**src/rtl/hazard_pkg.sv**
```systemverilog
// Shared types and constants for the hazard detection / forwarding unit.
//   trk_entry_t : one destination-tracker slot (valid, wen, wnum, is_load)
//   ZERO_REG    : register number that is hardwired to zero
//   STG_*       : tracker stage indices (1 = EX, 2 = MEM, 3 = WB)
//   MAX_REG_AW  : storage width of wnum; REG_AW of the unit must not exceed it
package hazard_pkg;

  localparam int MAX_REG_AW = 8;
  localparam int ZERO_REG   = 0;

  localparam int STG_EX  = 1;
  localparam int STG_MEM = 2;
  localparam int STG_WB  = 3;

  // Register numbers are stored zero-extended to MAX_REG_AW so that one
  // packed type serves every REG_AW setting.
  typedef struct packed {
    logic                  valid;
    logic                  wen;
    logic [MAX_REG_AW-1:0] wnum;
    logic                  is_load;
  } trk_entry_t;

endpackage

```
**src/rtl/fwd_port_select.sv**
```systemverilog
// Priority match for one ID read port against the destination tracker.
// Ports:
//   ren, rnum : read enable and register number of this port
//   trk       : tracker, trk[k-1] holds stage k (k = 1 is the youngest)
//   hit       : some tracked instruction writes rnum
//   sel       : stage index (1..PIPE_DEPTH) of the youngest writer, 0 on no hit
//   load_nr   : the youngest writer is a load whose data is not yet valid
module fwd_port_select
  import hazard_pkg::*;
#(
  parameter int REG_AW     = 5,
  parameter int PIPE_DEPTH = 3,
  parameter int LOAD_READY = 2,
  parameter int SEL_W      = $clog2(PIPE_DEPTH + 1)
) (
  input  logic                        ren,
  input  logic [REG_AW-1:0]           rnum,
  input  trk_entry_t [PIPE_DEPTH-1:0] trk,
  output logic                        hit,
  output logic [SEL_W-1:0]            sel,
  output logic                        load_nr
);

  // Scan oldest to youngest so a younger match overwrites an older one.
  always_comb begin
    hit     = 1'b0;
    sel     = '0;
    load_nr = 1'b0;
    if (ren && (rnum != REG_AW'(ZERO_REG))) begin
      for (int k = PIPE_DEPTH; k >= 1; k--) begin
        if (trk[k-1].valid && trk[k-1].wen &&
            (trk[k-1].wnum == MAX_REG_AW'(rnum))) begin
          hit     = 1'b1;
          sel     = SEL_W'(k);
          load_nr = trk[k-1].is_load && (k < LOAD_READY);
        end
      end
    end
  end

endmodule

```
**src/rtl/hazard_fwd_unit.sv**
```systemverilog
// Hazard detection and operand forwarding for the ID stage.
// Tracks the destinations of the last PIPE_DEPTH issued instructions, forwards
// the youngest in-flight result to each read port, and stalls ID on a
// load-use dependence whose data is not yet available.
// Ports:
//   clk, rst_n            : clock, asynchronous active-low reset
//   id_valid/ren/rnum/rdata: ID instruction and its regfile read ports
//   id_wen/wnum/is_load   : destination info of the ID instruction
//   flush                 : kill the ID instruction (bubble enters stage 1)
//   halt                  : freeze tracker and stall counter
//   stage_data            : in-flight results, stage k at [(k-1)*DATA_W +: DATA_W]
//   bypass_data, fwd_hit  : per-port operand and forward indication
//   stall                 : hold PC and IF/ID, bubble into ID/EX
//   stall_cnt             : saturating stall-cycle counter
module hazard_fwd_unit
  import hazard_pkg::*;
#(
  parameter int DATA_W      = 32,
  parameter int REG_AW      = 5,
  parameter int NUM_RD      = 2,
  parameter int PIPE_DEPTH  = 3,
  parameter int LOAD_READY  = 2,
  parameter int STALL_CNT_W = 32
) (
  input  logic                         clk,
  input  logic                         rst_n,
  input  logic                         id_valid,
  input  logic [NUM_RD-1:0]            id_ren,
  input  logic [NUM_RD*REG_AW-1:0]     id_rnum,
  input  logic [NUM_RD*DATA_W-1:0]     id_rdata,
  input  logic                         id_wen,
  input  logic [REG_AW-1:0]            id_wnum,
  input  logic                         id_is_load,
  input  logic                         flush,
  input  logic                         halt,
  input  logic [PIPE_DEPTH*DATA_W-1:0] stage_data,
  output logic [NUM_RD*DATA_W-1:0]     bypass_data,
  output logic [NUM_RD-1:0]            fwd_hit,
  output logic                         stall,
  output logic [STALL_CNT_W-1:0]       stall_cnt
);

  localparam int SEL_W = $clog2(PIPE_DEPTH + 1);

  trk_entry_t [PIPE_DEPTH-1:0] trk_q, trk_d;
  logic [STALL_CNT_W-1:0]      stall_cnt_q, stall_cnt_d;

  logic [NUM_RD-1:0] hit;
  logic [NUM_RD-1:0] load_nr;
  logic [SEL_W-1:0]  sel [NUM_RD];

  function automatic logic [STALL_CNT_W-1:0] sat_inc(input logic [STALL_CNT_W-1:0] v);
    return (&v) ? v : v + STALL_CNT_W'(1);
  endfunction

  for (genvar p = 0; p < NUM_RD; p++) begin : g_port
    fwd_port_select #(
      .REG_AW    (REG_AW),
      .PIPE_DEPTH(PIPE_DEPTH),
      .LOAD_READY(LOAD_READY),
      .SEL_W     (SEL_W)
    ) u_sel (
      .ren    (id_ren[p]),
      .rnum   (id_rnum[p*REG_AW +: REG_AW]),
      .trk    (trk_q),
      .hit    (hit[p]),
      .sel    (sel[p]),
      .load_nr(load_nr[p])
    );
  end

  // A not-ready load leaves the port un-forwarded; its operand is don't-care
  // because the stall turns the ID/EX slot into a bubble.
  always_comb begin
    bypass_data = id_rdata;
    fwd_hit     = '0;
    for (int p = 0; p < NUM_RD; p++) begin
      if (hit[p] && !load_nr[p]) begin
        fwd_hit[p] = 1'b1;
        for (int k = 1; k <= PIPE_DEPTH; k++) begin
          if (sel[p] == SEL_W'(k)) begin
            bypass_data[p*DATA_W +: DATA_W] = stage_data[(k-1)*DATA_W +: DATA_W];
          end
        end
      end
    end
  end

  assign stall     = id_valid & (|load_nr);
  assign stall_cnt = stall_cnt_q;

  // Halt freezes everything; otherwise the tracker advances one stage and a
  // stalled or flushed ID instruction enters as a bubble.
  always_comb begin
    trk_d       = trk_q;
    stall_cnt_d = stall_cnt_q;
    if (!halt) begin
      for (int k = PIPE_DEPTH - 1; k >= 1; k--) begin
        trk_d[k] = trk_q[k-1];
      end
      trk_d[0].valid   = id_valid & ~stall & ~flush;
      trk_d[0].wen     = id_wen;
      trk_d[0].wnum    = MAX_REG_AW'(id_wnum);
      trk_d[0].is_load = id_is_load;
      if (stall) begin
        stall_cnt_d = sat_inc(stall_cnt_q);
      end
    end
  end

  // ---- tracker / counter register boundary ----
  always_ff @(posedge clk or negedge rst_n) begin
    if (!rst_n) begin
      trk_q       <= '0;
      stall_cnt_q <= '0;
    end else begin
      trk_q       <= trk_d;
      stall_cnt_q <= stall_cnt_d;
    end
  end

endmodule

```
**config.mk**
```make
export PLATFORM = sky130hd
export DESIGN_NAME = hazard_fwd_unit
export DESIGN_NICKNAME = d
export VERILOG_FILES = /design/src/rtl/hazard_pkg.sv /design/src/rtl/fwd_port_select.sv /design/src/rtl/hazard_fwd_unit.sv
export SDC_FILE = /design/constraint.sdc
export NUM_CORES = 1
export LEC_CHECK = 0
export ABC_AREA = 0
export CAP_MARGIN = 20
export CORE_ASPECT_RATIO = 0.7
export CORE_MARGIN = 5
export CORE_UTILIZATION = 41
export CTS_CLUSTER_SIZE = 40
export DETAILED_ROUTE_END_ITERATION = 6
export PLACE_DENSITY = 0.89
export SETUP_SLACK_MARGIN = 0.02
export SLEW_MARGIN = 20
export SYNTH_ARGS = -nofsm -noshare
export SYNTH_HDL_FRONTEND = slang
export SYNTH_HIERARCHICAL = 1
export SYNTH_SLANG_ARGS = --single-unit
```
**constraint.sdc**
```tcl
create_clock -name clk -period 4.8 [get_ports clk]
set_clock_uncertainty 0.05 [all_clocks]
set_input_delay 0.72 -clock clk [delete_from_list [all_inputs] [get_ports clk]]
set_output_delay 0.72 -clock clk [all_outputs]
set_load 0.1 [all_outputs]
```
Yosys cells after proc, flatten, opt, wreduce, memory -nomap -nowiden
Index checks and enable logic that the tools add are counted.

Register bits after elaboration: 54. Input port bits: 184. Word-level logic and storage cells: 81.

$add $sub $neg: 1. Equal/unequal tests: 12. Muxes and demuxes: 30. Bitwise logic cells: 7. Reduce and logical (&&, ||, !) cells: 20.

Operator list (number): $mux W32 (8); $add A32 B1 Y32 const B (1); $reduce_and A32 Y1 (1); $eq A5 B5 Y1 (6); $mux W2 (8); $mux W1 (14); $logic_and A1 B1 Y1 (13); $reduce_bool A5 Y1 (2); $eq A2 B2 Y1 const B (4); $eq A2 B1 Y1 const B (2); $not A1 Y1 (4); $and A1 B1 Y1 (3); $reduce_and A3 Y1 (1); $logic_not A1 Y1 (2); $reduce_or A2 Y1 (1).

Depth between registers and ports, before layout
Gate-level depths: netlist of the first run.

Depth after elaboration: 11. Gate-level depth with buffers: 9.

By module
The synthesis of the first run kept the hierarchy.

By module, submodules not included: hazard_fwd_unit (instances 1, cells an instance 356, area an instance 4728.3 µm², seq. area each 1401.3 µm²); fwd_port_select (instances 2, cells an instance 38, area an instance 284.0 µm², seq. area each 0.0 µm²).

Worst setup path after synthesis of the first run
OpenSTA, ideal clock, no wires.

Kind: input -> output. Start: input id_rnum[4]. End: output bypass_data[22]. Arrival time: 3831 ps. Data required time: 4030 ps. Slack: 199 ps. Stages: 8. Buffers on the path: 2. Path through: xor2_1 or4_4 or3_4 nand3_1 nor2b_1 clkbuf_1 clkbuf_1 mux2_2.

RTL lines: start: declaration (RTL line hazard_fwd_unit.sv:29) `input logic [NUM_RD*REG_AW-1:0] id_rnum,`; $eq A5 B5 Y1 (RTL line fwd_port_select.sv:32) `(trk[k-1].wnum == MAX_REG_AW'(rnum))) begin`; $logic_and A1 B1 Y1 (RTL line fwd_port_select.sv:31) `if (trk[k-1].valid && trk[k-1].wen &&`; $mux W1 (3 in a row) (RTL line fwd_port_select.sv:31); $mux W1 (*) (RTL line fwd_port_select.sv:29) `if (ren && (rnum != REG_AW'(ZERO_REG))) begin`; via hit[0] (RTL line hazard_fwd_unit.sv:48) `logic [NUM_RD-1:0] hit;`; $logic_and A1 B1 Y1 (*) (RTL line hazard_fwd_unit.sv:78) `if (hit[p] && !load_nr[p]) begin`; $mux W32 (*) (RTL line hazard_fwd_unit.sv:78); end: declaration (RTL line hazard_fwd_unit.sv:37) `output logic [NUM_RD*DATA_W-1:0] bypass_data,`.

The timed path passes the listed nets; every way through them passes the cells marked *.

==> qor.yml, run 1 <==
run_status:
  outcome: "complete, no violations"
critical_path:
  cp_common_cell: "buf_12"
  max_stage_delay_ns: 0.55
  required_ns: 4.03
  path_max_fanout: 32
  cp-start-kind: "input port"
  path_cells: "clkdlybuf4s50_1 > xor2_1 > nor4_1 > nand4_1 > o21ai_4 > buf_12 > mux4_2 > mux2_2 > buf_12"
  worst_path_max_delay_cell: "mux4_2"
  ff2ff_setup_slack_ns: 1.42
  critPathCaptureType: "primary output"
  crit_type: "in -> out"
  worst_ep_arrival_time_ns: 3.83
cells_and_area:
  final_cell_mix: "clkdlybuf4s50_1, mux2_2, buf_12"
  final_nets: 901
  synthToLayoutAreaGrowth_pct: 76.5
  layout_commonest_cell: "clkdlybuf4s50_1"
  drive_above_1_share_pct: 35.4
global_route:
  antenna_found_initial: 2
  grtUsageTotal_pct: 28.1
  grt_pass1_vias: 5404
  grt_pass1_wl_microns: 33600
  grt_max_degree: 55
  grt_overflow_total: 0
place:
  dp_hpwl_microns: 18100
  gp_congestion: 0.918
  io_buffers: 282
routing:
  drt-initial-drc-count: 407
  dr.pass1.iters: 5
  drt_wl_total_microns: 22000
  via_per_inst: 5.86
  drc_errors: 0
  detail-route-antenna-nets: 0
  vias: 5162
  wire_per_inst_microns: 25.0
logic_synthesis:
  synth_area_per_cell_sq_um: 12.2
  synth_area_sq_um: 5220
  synthCells: 428
  ys_warn_count: 6
power:
  p_leak_uw: 0.00353
  switching_share_pct: 34.3
  seqPwrFrac_pct: 31.5
  p_sw_uw: 561
  pwr_density_cell_nw_per_um2: 177
  power.internal_uw: 1080
  pwr-share-comb_pct: 43.3
  peakVddDrop_uv: 143
  p_total_uw: 1640
  power_frac_clock_pct: 25.1
clocking:
  cts_setup_buffers: 0
  insertion_delay_ns: 0.29
  clockBufferDepth: 2
  clk_pin_slew_ns: 0.07
  htreeDepth: 2
  cts_root_buffer: "clkbuf_16"
  cts_tree: "done"
  post_cts_resized: 0
  ctsHoldBuffers: 0
  cts_buffers: 5
  clock-sinks: 54
hold_path:
  hold_class: "reg -> reg"
timing:
  relSlewSlack_pct: 30.1
  rsz0062_at_grt: "no"
  worst_slew_pin_slew_ns: 1.05
  fin_setup_tns_ns: 0
  hold_violations: 0
  finalMaxSlewViolations: 0
  post-route-min-period_ns: 4.60
  final-setup-viol-count: 0
  post-route-period-util_pct: 95.8
  fmax_ghz: 0.217
die:
  core_sq_um: 12500
  dieArea_sq_um: 15100
  rows: 34
  fp.dieH_microns: 104
  initial_core_util_pct: 41.9
  ioPinCount: 283
  die_w_microns: 145
flow_run:
  max_cap_viol_count: 0
## state kept, by name (all words and copies together) (netlist names)
| signal | count |
|---|---|
| stall_cnt | 32 |
| trk_q | 22 |
## final timing paths
| path | from | end | depth (start not counted) |
|---|---|---|---|
| worst max-delay path | id_rnum[5] | bypass_data[38] | 9 |
| max in group asynchronous | rst_n | stall_cnt[14] | 2 |
| min in group asynchronous | rst_n | stall_cnt[23] | 2 |
| worst max register to register | trk_q[9] | stall_cnt[30] | 9 |
| worst min-delay path | stall_cnt[18] | stall_cnt[18] | 1 |
| worst min register to register | stall_cnt[18] | stall_cnt[18] | 1 |
## through the flow
| stage | setup slack [ns] | std cells | util [%] | cell area [sq um] | hold slack [ns] |
|---|---|---|---|---|---|
| final | 0.200 | 881 | 74.0 | 9220 | 0.450 |
| after global routing | 0.104 | 881 | 74.0 | 9220 | 0.481 |
| after CTS | 0.202 | 879 | 73.9 | 9220 | 0.448 |
| after detailed placement | 0.206 | 871 | 72.6 | 9050 | 0.438 |
| after global placement | 0.259 | 871 | 72.6 | 9050 | 0.428 |
| after floorplan | 0.199 | 445 | - | 5290 | 0.374 |
## power by group through the flow
stage	clock, uW	sequential, uW	combinational, uW
after floorplan	0	513	364
after global placement	0	521	690
after detailed placement	0	524	705
after CTS	409	515	709
after global routing	433	520	735
final	411	516	709
## critical path, delay by kind of cell
family	cells	cell delay [ns]
buf+inv	3	0.97
mux	2	0.86
simple gates	2	0.77
compound gates	1	0.25
xor+xnor	1	0.23
## per-layer routing
metal	wire (microns)	GRT usage [%]	vias to the layer above
met5	0	0	-
met4	849	10.1	0
met3	1740	6.32	63
met2	11100	47.9	295
met1	8370	34.9	2570
li1	-	-	2234
## layout make-up
class                      count  area [sq um]
antenna                        2          5.00
tap                          162           203
clock inverter                 2          37.5
timing repair buffer         290          3610
fill                         762          3240
clock buffer                   6           129
inverter                       6          22.5
sequential                    54          1350
multi-input combinational    359          3860
Note: power is estimated with default switching activity, not from simulation.
==> run 2: changes to the inputs <==
--- a/config.mk
+++ b/config.mk
@@ -8,10 +8,11 @@
 export ABC_AREA = 0
 export CAP_MARGIN = 20
 export CORE_ASPECT_RATIO = 0.7
-export CORE_MARGIN = 5
+export CORE_MARGIN = 1
 export CORE_UTILIZATION = 41
 export CTS_CLUSTER_SIZE = 40
 export DETAILED_ROUTE_END_ITERATION = 6
+export HOLD_SLACK_MARGIN = 0.05
 export PLACE_DENSITY = 0.89
 export SETUP_SLACK_MARGIN = 0.02
 export SLEW_MARGIN = 20
==> run 2 against run 1 <==
Sequential cell count unchanged; design area up 0.30%; largest power group unchanged; non-clock buffer count up 2; highest routed layer unchanged; critical endpoint is now bypass_data[46]; sequential share of layout area about the same; largest cell class unchanged; sequential power about the same; maximum frequency up 1.4%.
==> qor.yml, run 2 (synthesis gave the netlist of run 1 again) <==
run_status:
  outcome: "complete, no violations"
hold_path:
  hold_class: "reg -> reg"
  hp-start: "stall_cnt[18]"
cells_and_area:
  layout_commonest_cell: "clkdlybuf4s50_1"
  utilization_pct: 74.4  # +0.47 points
  largest_reg_flops: 32  # unchanged
  final_nets: 903  # +0.22%
  synthToLayoutAreaGrowth_pct: 77.0
  stdcell_area_sq_um: 9250  # +0.30%
  drive_above_1_share_pct: 35.7  # +0.32 points
  final_cell_mix: "clkdlybuf4s50_1, mux2_2, buf_12"
critical_path:
  critPathCaptureType: "primary output"
  crit_type: "in -> out"
  cp-start-kind: "input port"
  startpoint: "id_rnum[5]"
  reg2reg_from: "trk_q[1]"
  worst_ep_arrival_time_ns: 3.77  # -0.06 ns
  required_ns: 4.03  # about the same
  path_max_fanout: 28  # -13%
global_route:
  grt_max_degree: 55  # unchanged
  grt_pass1_vias: 5334  # -1.3%
  antenna_found_initial: 3  # +1
  grt_overflow_total: 0  # unchanged
  grt_pass1_wl_microns: 30100  # -10%
  grtUsageTotal_pct: 31.0  # +3.0 points
power:
  peakVddDrop_uv: 145  # +1.5%
  pwr_density_cell_nw_per_um2: 175  # -1.6%
  p_leak_uw: 0.00355  # +0.47%
clocking:
  post_cts_resized: 0  # unchanged
  cts_buffers: 5  # unchanged
  cts_setup_buffers: 0  # unchanged
  cts_tree: "done"
  cts_root_buffer: "clkbuf_16"
  clock-sinks: 54  # unchanged
  ctsHoldBuffers: 0  # unchanged
  insertion_delay_ns: 0.30  # about the same
  clk_pin_slew_ns: 0.07  # about the same
  clockBufferDepth: 2  # unchanged
  htreeDepth: 2  # unchanged
die:
  die_w_microns: 137  # -5.5%
  dieArea_sq_um: 13200  # -13%
  rows: 34  # unchanged
  ioPinCount: 283  # unchanged
  fp.dieH_microns: 96.4  # -7.7%
  initial_core_util_pct: 42.1  # +0.14 points
  core_sq_um: 12400  # -0.34%
timing:
  relSlewSlack_pct: 31.9  # +1.8 points
  finalMaxSlewViolations: 0  # unchanged
  final-setup-viol-count: 0  # unchanged
  post-route-min-period_ns: 4.54  # -0.0613 ns
  hold_violations: 0  # unchanged
  rsz0062_at_grt: "no"
  hold_slack_ns: 0.454  # +0.00407 ns
  post-route-period-util_pct: 94.6  # -1.3 points
  fin_setup_tns_ns: 0  # unchanged
  fmax_ghz: 0.220  # +1.4%
  worst_slew_pin_slew_ns: 1.02  # -0.0263 ns
routing:
  via_per_inst: 5.91  # +0.94%
  drt_wl_total_microns: 21100  # -4.2%
  vias: 5234  # +1.4%
  drt-initial-drc-count: 340  # -16%
  detail-route-antenna-nets: 0  # unchanged
  dr.pass1.iters: 5  # unchanged
  wire_per_inst_microns: 23.9  # -4.6%
  drc_errors: 0  # unchanged
place:
  gp_congestion: 0.878  # -4.3%
  dp_hpwl_microns: 17000  # -6.1%
  placedInstanceArea_sq_um: 9080  # +0.30%
  io_buffers: 282  # unchanged
flow_run:
  max_cap_viol_count: 0  # unchanged
-- run 2: per-layer routing --
layer | vias to the layer above | track usage, % | wire length, microns
met1 | 2648 | 38.3 | 7980
met5 | - | 0 | 0
met3 | 60 | 4.38 | 1460
met2 | 282 | 53.8 | 10700
met4 | 0 | 15.6 | 946
li1 | 2244 | - | -
-- run 2: worst max-delay path: stages --
cell and delay (ns):
clkdlybuf4s50_1 0.54, xor2_1 0.22, nor4_1 0.35, nand4_1 0.32, o21ai_4 0.29, buf_12 0.27, mux4_2 0.54, mux2_2 0.32
buf_12 0.17
-- run 2: report_power, final --
part	switching [uW]	internal [uW]
Combinational	362	348
Clock	167	223
Sequential	34.1	481
Total	563	1050
-- run 2: path summary, 6_finish.rpt --
kind	to	slack, ns	cells after the start
max	bypass_data[46]	0.26	9
min	stall_cnt[18]	0.45	1
max reg2reg	stall_cnt[30]	1.22	9
min reg2reg	stall_cnt[18]	0.45	1
max in group asynchronous	trk_q[27]	3.73	2
min in group asynchronous	stall_cnt[23]	0.50	2
-- run 2: layout make-up --
cell class | count | area, sq um
Tap cell | 162 | 203
Clock inverter | 1 | 8.76
Antenna cell | 4 | 10.0
Multi-Input combinational cell | 359 | 3860
Timing Repair Buffer | 292 | 3640
Sequential cell | 54 | 1350
Inverter | 6 | 22.5
Clock buffer | 7 | 153
Fill cell | 783 | 3170
-- run 2: stage by stage --
| step | total power [uW] | worst slack, ns | std cells |
|---|---|---|---|
| finish | 1620 | 0.261 | 885 |
| floorplan | 877 | 0.199 | 445 |
| global route | 1670 | 0.163 | 884 |
| CTS | 1620 | 0.285 | 881 |
| detailed placement | 1230 | 0.303 | 873 |
| global placement | 1210 | 0.364 | 873 |
==> run 3: changes to the inputs <==
--- a/config.mk
+++ b/config.mk
@@ -20,3 +20,4 @@
 export SYNTH_HDL_FRONTEND = slang
 export SYNTH_HIERARCHICAL = 1
 export SYNTH_SLANG_ARGS = --single-unit
+export TNS_END_PERCENT = 50
==> results of run 3 <==
Same layout as run 2: the final DEF is identical, and so are final timing and power.
